### src/rtl/rom_arb_pkg.sv
// Shared types for the program ROM read arbiter.
// Tag layout, port ids, read latency and counter helpers.
package rom_arb_pkg;

  typedef logic port_id_t;

  localparam port_id_t PORT_CPU = 1'b0;
  localparam port_id_t PORT_AUX = 1'b1;

  localparam int RD_LATENCY = 3;
  localparam int CNT_W      = 16;

  typedef struct packed {
    logic     valid;
    port_id_t owner;
  } rd_tag_t;

  function automatic logic [CNT_W-1:0] sat_inc(
    input logic [CNT_W-1:0] c,
    input logic             en
  );
    logic [CNT_W-1:0] r;
    r = c;
    if (en && (c != '1)) r = c + 1'b1;
    return r;
  endfunction

endpackage

### src/rtl/rr_arb2.sv
// Two-way request arbiter with round-robin or fixed priority.
// Remembers the most recently granted port between cycles.
module rr_arb2
  import rom_arb_pkg::*;
(
  input  logic       clk,
  input  logic       rst_n,
  input  logic [1:0] req,
  input  logic       fixed_prio,
  output logic [1:0] gnt
);

  port_id_t last_q;

  always_comb begin
    gnt = 2'b00;
    if (rst_n) begin
      unique case (req)
        2'b01:   gnt = 2'b01;
        2'b10:   gnt = 2'b10;
        2'b11: begin
          // On contention the port not served last goes first
          if (fixed_prio || (last_q == PORT_AUX))
            gnt = 2'b01;
          else
            gnt = 2'b10;
        end
        default: gnt = 2'b00;
      endcase
    end
  end

  always_ff @(posedge clk or negedge rst_n) begin
    if (!rst_n)
      last_q <= PORT_CPU;
    else if (|gnt)
      last_q <= gnt[1];
  end

endmodule

### src/rtl/rom_read_arbiter.sv
// Shares a registered-read program ROM between two read ports.
// ROM_ARB_STATS_EN adds grant and contention counters.
module rom_read_arbiter
  import rom_arb_pkg::*;
#(
  parameter int ADDR_W     = 8,
  parameter int DATA_W     = 8,
  parameter bit FIXED_PRIO = 1'b0
) (
  input  logic              CLK,
  input  logic              RESETN,
  input  logic              REQ0,
  input  logic [ADDR_W-1:0] ADDR0,
  output logic              GNT0,
  output logic              RVALID0,
  output logic [DATA_W-1:0] RDATA0,
  input  logic              REQ1,
  input  logic [ADDR_W-1:0] ADDR1,
  output logic              GNT1,
  output logic              RVALID1,
  output logic [DATA_W-1:0] RDATA1,
  output logic [ADDR_W-1:0] ROM_ADDR,
  input  logic [DATA_W-1:0] ROM_DATA
`ifdef ROM_ARB_STATS_EN
  ,
  output logic [CNT_W-1:0]  GRANT_CNT0,
  output logic [CNT_W-1:0]  GRANT_CNT1,
  output logic [CNT_W-1:0]  CONTENTION_CNT
`endif
);

  localparam int STAGES = RD_LATENCY - 1;

  logic [1:0] gnt;
  rd_tag_t    tag_d;
  rd_tag_t    tag_q [STAGES];
  rd_tag_t    rsp;
  logic       rsp0;
  logic       rsp1;

  rr_arb2 u_arb (
    .clk        (CLK),
    .rst_n      (RESETN),
    .req        ({REQ1, REQ0}),
    .fixed_prio (FIXED_PRIO),
    .gnt        (gnt)
  );

  assign GNT0 = gnt[0];
  assign GNT1 = gnt[1];

  always_comb begin
    tag_d       = '0;
    tag_d.valid = |gnt;
    tag_d.owner = gnt[1];
  end

  // Stage 0 lines up with the ROM address, the last stage with ROM data
  always_ff @(posedge CLK or negedge RESETN) begin
    if (!RESETN) begin
      ROM_ADDR <= '0;
      for (int i = 0; i < STAGES; i++)
        tag_q[i] <= '0;
    end else begin
      if (|gnt)
        ROM_ADDR <= gnt[1] ? ADDR1 : ADDR0;
      tag_q[0] <= tag_d;
      for (int i = 1; i < STAGES; i++)
        tag_q[i] <= tag_q[i-1];
    end
  end

  assign rsp  = tag_q[STAGES-1];
  assign rsp0 = rsp.valid && (rsp.owner == PORT_CPU);
  assign rsp1 = rsp.valid && (rsp.owner == PORT_AUX);

  always_ff @(posedge CLK or negedge RESETN) begin
    if (!RESETN) begin
      RVALID0 <= 1'b0;
      RVALID1 <= 1'b0;
      RDATA0  <= '0;
      RDATA1  <= '0;
    end else begin
      RVALID0 <= rsp0;
      RVALID1 <= rsp1;
      if (rsp0) RDATA0 <= ROM_DATA;
      if (rsp1) RDATA1 <= ROM_DATA;
    end
  end

`ifdef ROM_ARB_STATS_EN
  always_ff @(posedge CLK or negedge RESETN) begin
    if (!RESETN) begin
      GRANT_CNT0     <= '0;
      GRANT_CNT1     <= '0;
      CONTENTION_CNT <= '0;
    end else begin
      GRANT_CNT0     <= sat_inc(GRANT_CNT0, gnt[0]);
      GRANT_CNT1     <= sat_inc(GRANT_CNT1, gnt[1]);
      CONTENTION_CNT <= sat_inc(CONTENTION_CNT, REQ0 && REQ1);
    end
  end
`endif

endmodule

### config.mk
export PLATFORM = sky130hd
export DESIGN_NAME = rom_read_arbiter
export DESIGN_NICKNAME = d
export VERILOG_FILES = /design/src/rtl/rom_arb_pkg.sv /design/src/rtl/rr_arb2.sv /design/src/rtl/rom_read_arbiter.sv
export SDC_FILE = /design/constraint.sdc
export NUM_CORES = 1
export LEC_CHECK = 0
export ABC_AREA = 1
export CORE_ASPECT_RATIO = 1.25
export CORE_MARGIN = 4
export CORE_UTILIZATION = 30
export DETAILED_ROUTE_END_ITERATION = 6
export HOLD_SLACK_MARGIN = 0.1
export SLEW_MARGIN = 10
export SYNTH_ARGS = -nofsm -noshare
export SYNTH_HDL_FRONTEND = slang
export SYNTH_SLANG_ARGS = --single-unit
### constraint.sdc
create_clock -name CLK -period 1.5 [get_ports CLK]
set_clock_uncertainty 0.05 [all_clocks]
set_input_delay 0.45 -clock CLK [delete_from_list [all_inputs] [get_ports CLK]]
set_output_delay 0.45 -clock CLK [all_outputs]
set_load 0.01 [all_outputs]
==> flow_metrics.py <==
metrics = {
    "outcome": {
        "outcome": "finished, violations left",
        "violations": "setup timing",
    },
    "clock_tree": {
        "cts.sinks": 31,
        "cts.clk_slew.worst_paths_ns": 0.06,
        "root_buffer": "clkbuf_8",
        "cts_buffers": 5,
        "clock_path_buffers": 2,
        "insertion_delay_ns": 0.27,
        "tritoncts": "built",
        "htree_num_levels": 2,
    },
    "die": {
        "num_rows": 27,
        "fp.dieH_um": 83.0,
        "die_w_um": 68.0,
        "core-area_mm2": 0.00439,
        "die-area_mm2": 0.00565,
        "io_pins": 56,
        "initial_core_util_pct": 30.8,
    },
    "route": {
        "routed_via_density": 4.09,
        "wl_um": 2980,
        "route.detailed.drc": 0,
        "drt_iter0_drc": 58,
        "vias": 1149,
        "firstDrtPassIters": 4,
        "wl_per_cell_um": 10.6,
        "drtAntennaViolNets": 0,
    },
    "sta": {
        "final_max_slew_viol_count": 0,
        "grt_setup_unrepaired": "yes",
        "setup_tns_ns": -0.0554,
        "timing.final.ws_setup_ns": -0.0554,
        "finalSetupViolations": 1,
        "worstMarginPinSlew_ns": 0.497,
        "hold_violations": 0,
        "post-route-period-util_pct": 104,
        "hold_slack_ns": 0.152,
        "fmax_mhz": 643,
        "relSlewSlack_pct": 66.8,
        "timing.final.crit_period_ns": 1.56,
    },
    "pwr": {
        "p_clk_share_pct": 30.8,
        "seqPwrFrac_pct": 45.1,
        "p_switching_w": 0.000620,
        "intPower_w": 0.00167,
        "power_leakage_nw": 1.16,
        "ir_drop_mv": 0.413,
        "power_w": 0.00229,
        "comb_power_share_pct": 24.2,
        "swShare_pct": 27.1,
        "power_density_mw_per_mm2": 1090,
    },
    "global_routing": {
        "grt.total_usage_pct": 11.3,
        "use_met1_pct": 13.4,
        "grt_overflow": 0,
        "use_met2_pct": 17.2,
        "use_met3_pct": 5.41,
        "grt_pass1_wl_um": 4870,
        "first_global_vias": 1080,
        "grt_max_degree": 32,
        "grt_antenna_before_repair": 0,
        "top_usage_layer": "met2",
    },
    "setup_path": {
        "critPathCaptureType": "primary output",
        "crit_required_ns": 1.00,
        "start_kind": "register",
        "crit-reg2reg-launch": "rsp[0]",
        "ff2ff_path_depth": 3,
        "rr_endpoint": "RDATA0[2]",
        "crit_type": "reg -> out",
        "worstPathArrival_ns": 1.06,
        "worstPathMaxFanout": 2,
        "r2r_setup_slack_ns": 0.30,
    },
    "placed_design": {
        "pre_cts_ws_ns": -0.819,
        "placed_cell_area_mm2": 0.00200,
        "gp_congestion": 0.781,
        "hpwlAfterDp_um": 2230,
        "port_buffers": 55,
    },
    "layout": {
        "nets": 250,
        "nFillCells": 449,
        "fin_area_mm2": 0.00210,
        "insertedDiodeCount": 0,
        "regArea_um2": 776,
        "multi_input_area_um2": 425,
        "area_growth_pct": 55.2,
        "drive_gt1_share_pct": 17.9,
    },
    "yosys": {
        "ys_types": 15,
        "synth_cells": 152,
        "syn_avg_cell_area_um2": 8.89,
        "synth-seq-cells": 31,
        "syn-num-nets": 180,
        "synth-seq-area-share_pct": 57.4,
        "synth_warnings": 0,
        "synth.cell_area_mm2": 0.00135,
    },
    "job": {
        "cap_violations": 0,
    },
    "worst_hold_path": {
        "hp-class": "in -> async",
    },
}
==> per-layer routing <==
| layer | share of wire [%] | wire length (um) | vias up |
|---|---|---|---|
| met2 | 45 | 1330 | 56 |
| met3 | 12 | 354 | 6 |
| met1 | 42 | 1250 | 491 |
| met4 | 1.6 | 48 | 0 |
| met5 | 0 | 0 | - |
| li1 | - | - | 596 |
==> stage by stage <==
stage | cells | util, %
after floorplan | 152 | -
after global placement | 270 | 45.6
after detailed placement | 270 | 45.6
after CTS | 279 | 47.3
after global routing | 281 | 47.7
final | 281 | 47.7
==> worst max-delay path by stage <==
stage | startpoint | end | cells past startpoint
floorplan | RESETN | GNT1 | 4
global placement | RESETN | GNT0 | 4
detailed placement | RESETN | GNT0 | 4
CTS | u_arb.last_q | GNT0 | 3
global route | u_arb.last_q | GNT0 | 3
finish | u_arb.last_q | GNT0 | 3
==> layout make-up <==
class,count,share of cell area (%)
multi-input cells,84,20.3
repair buffers,67,28.6
clock buffers,8,4.77
flip-flops and latches,31,37.0
inverters,33,5.91
well taps,58,3.46
==> placed cells by master, fill, tap and decap left out, drive strengths merged <==
cell type	n
a211oi	1
buf	16
clkbuf	8
clkdlybuf4s50	24
dfrtp	31
dlygate4sd2	26
dlygate4sd3	1
inv	33
nand2	44
nand3	8
nand3b	4
nor2	8
o21ai	18
or2	1
==> critical path, cell delays in order, from the launching register on <==
cell and delay, ns:
dfrtp_1 0.42, inv_2 0.06, a211oi_2 0.16, buf_2 0.15
==> kinds of logic (layout without fill, tap and decap cells) <==
group	after synthesis	count (layout)	synth area share (%)
compound gates	19	19	9.72
buf+inv	37	108	12.2
flops	31	31	57.4
simple gates	65	65	20.6
==> what timing repair did <==
item                                    4_1_cts  5_1_grt
gates resized for setup                      51        4
hold buffers                                  0        1
setup buffers                                 1        1
endpoints found under the setup margin       38       12
pin swaps                                     2        1
hold endpoints to repair                      0        1
==> synth_stat cells <==
master     n  area (um2)
nand2_1   41         154
inv_1     32         120
dfrtp_1   31         776
o21ai_0    9        45.0
o21ai_2    9        78.8
nand3_1    8        40.0
nor2_1     8        30.0
nand3b_1   4        30.0
nand2_2    3        18.8
buf_2      2        10.0
a211oi_1   1        7.51
buf_12     1        20.0
buf_6      1        11.3
inv_2      1        3.75
or2_1      1        6.26
==> power groups by stage <==
stage                     Sequential (W)  Clock [W]  Combinational [W]
after floorplan                  0.00110          0           0.000196
after global placement           0.00105          0           0.000636
after detailed placement         0.00105          0           0.000638
after CTS                        0.00103   0.000733           0.000558
after global routing             0.00105   0.000779           0.000621
final                            0.00103   0.000703           0.000553
==> registers in the layout (all words and copies together), names as in the netlist <==
register,flops
rsp,2
RVALID0,1
u_arb.last_q,1
RVALID1,1
RDATA0,8
tag_q,2
ROM_ADDR,8
RDATA1,8
Note: power is estimated with default switching activity, not from simulation.
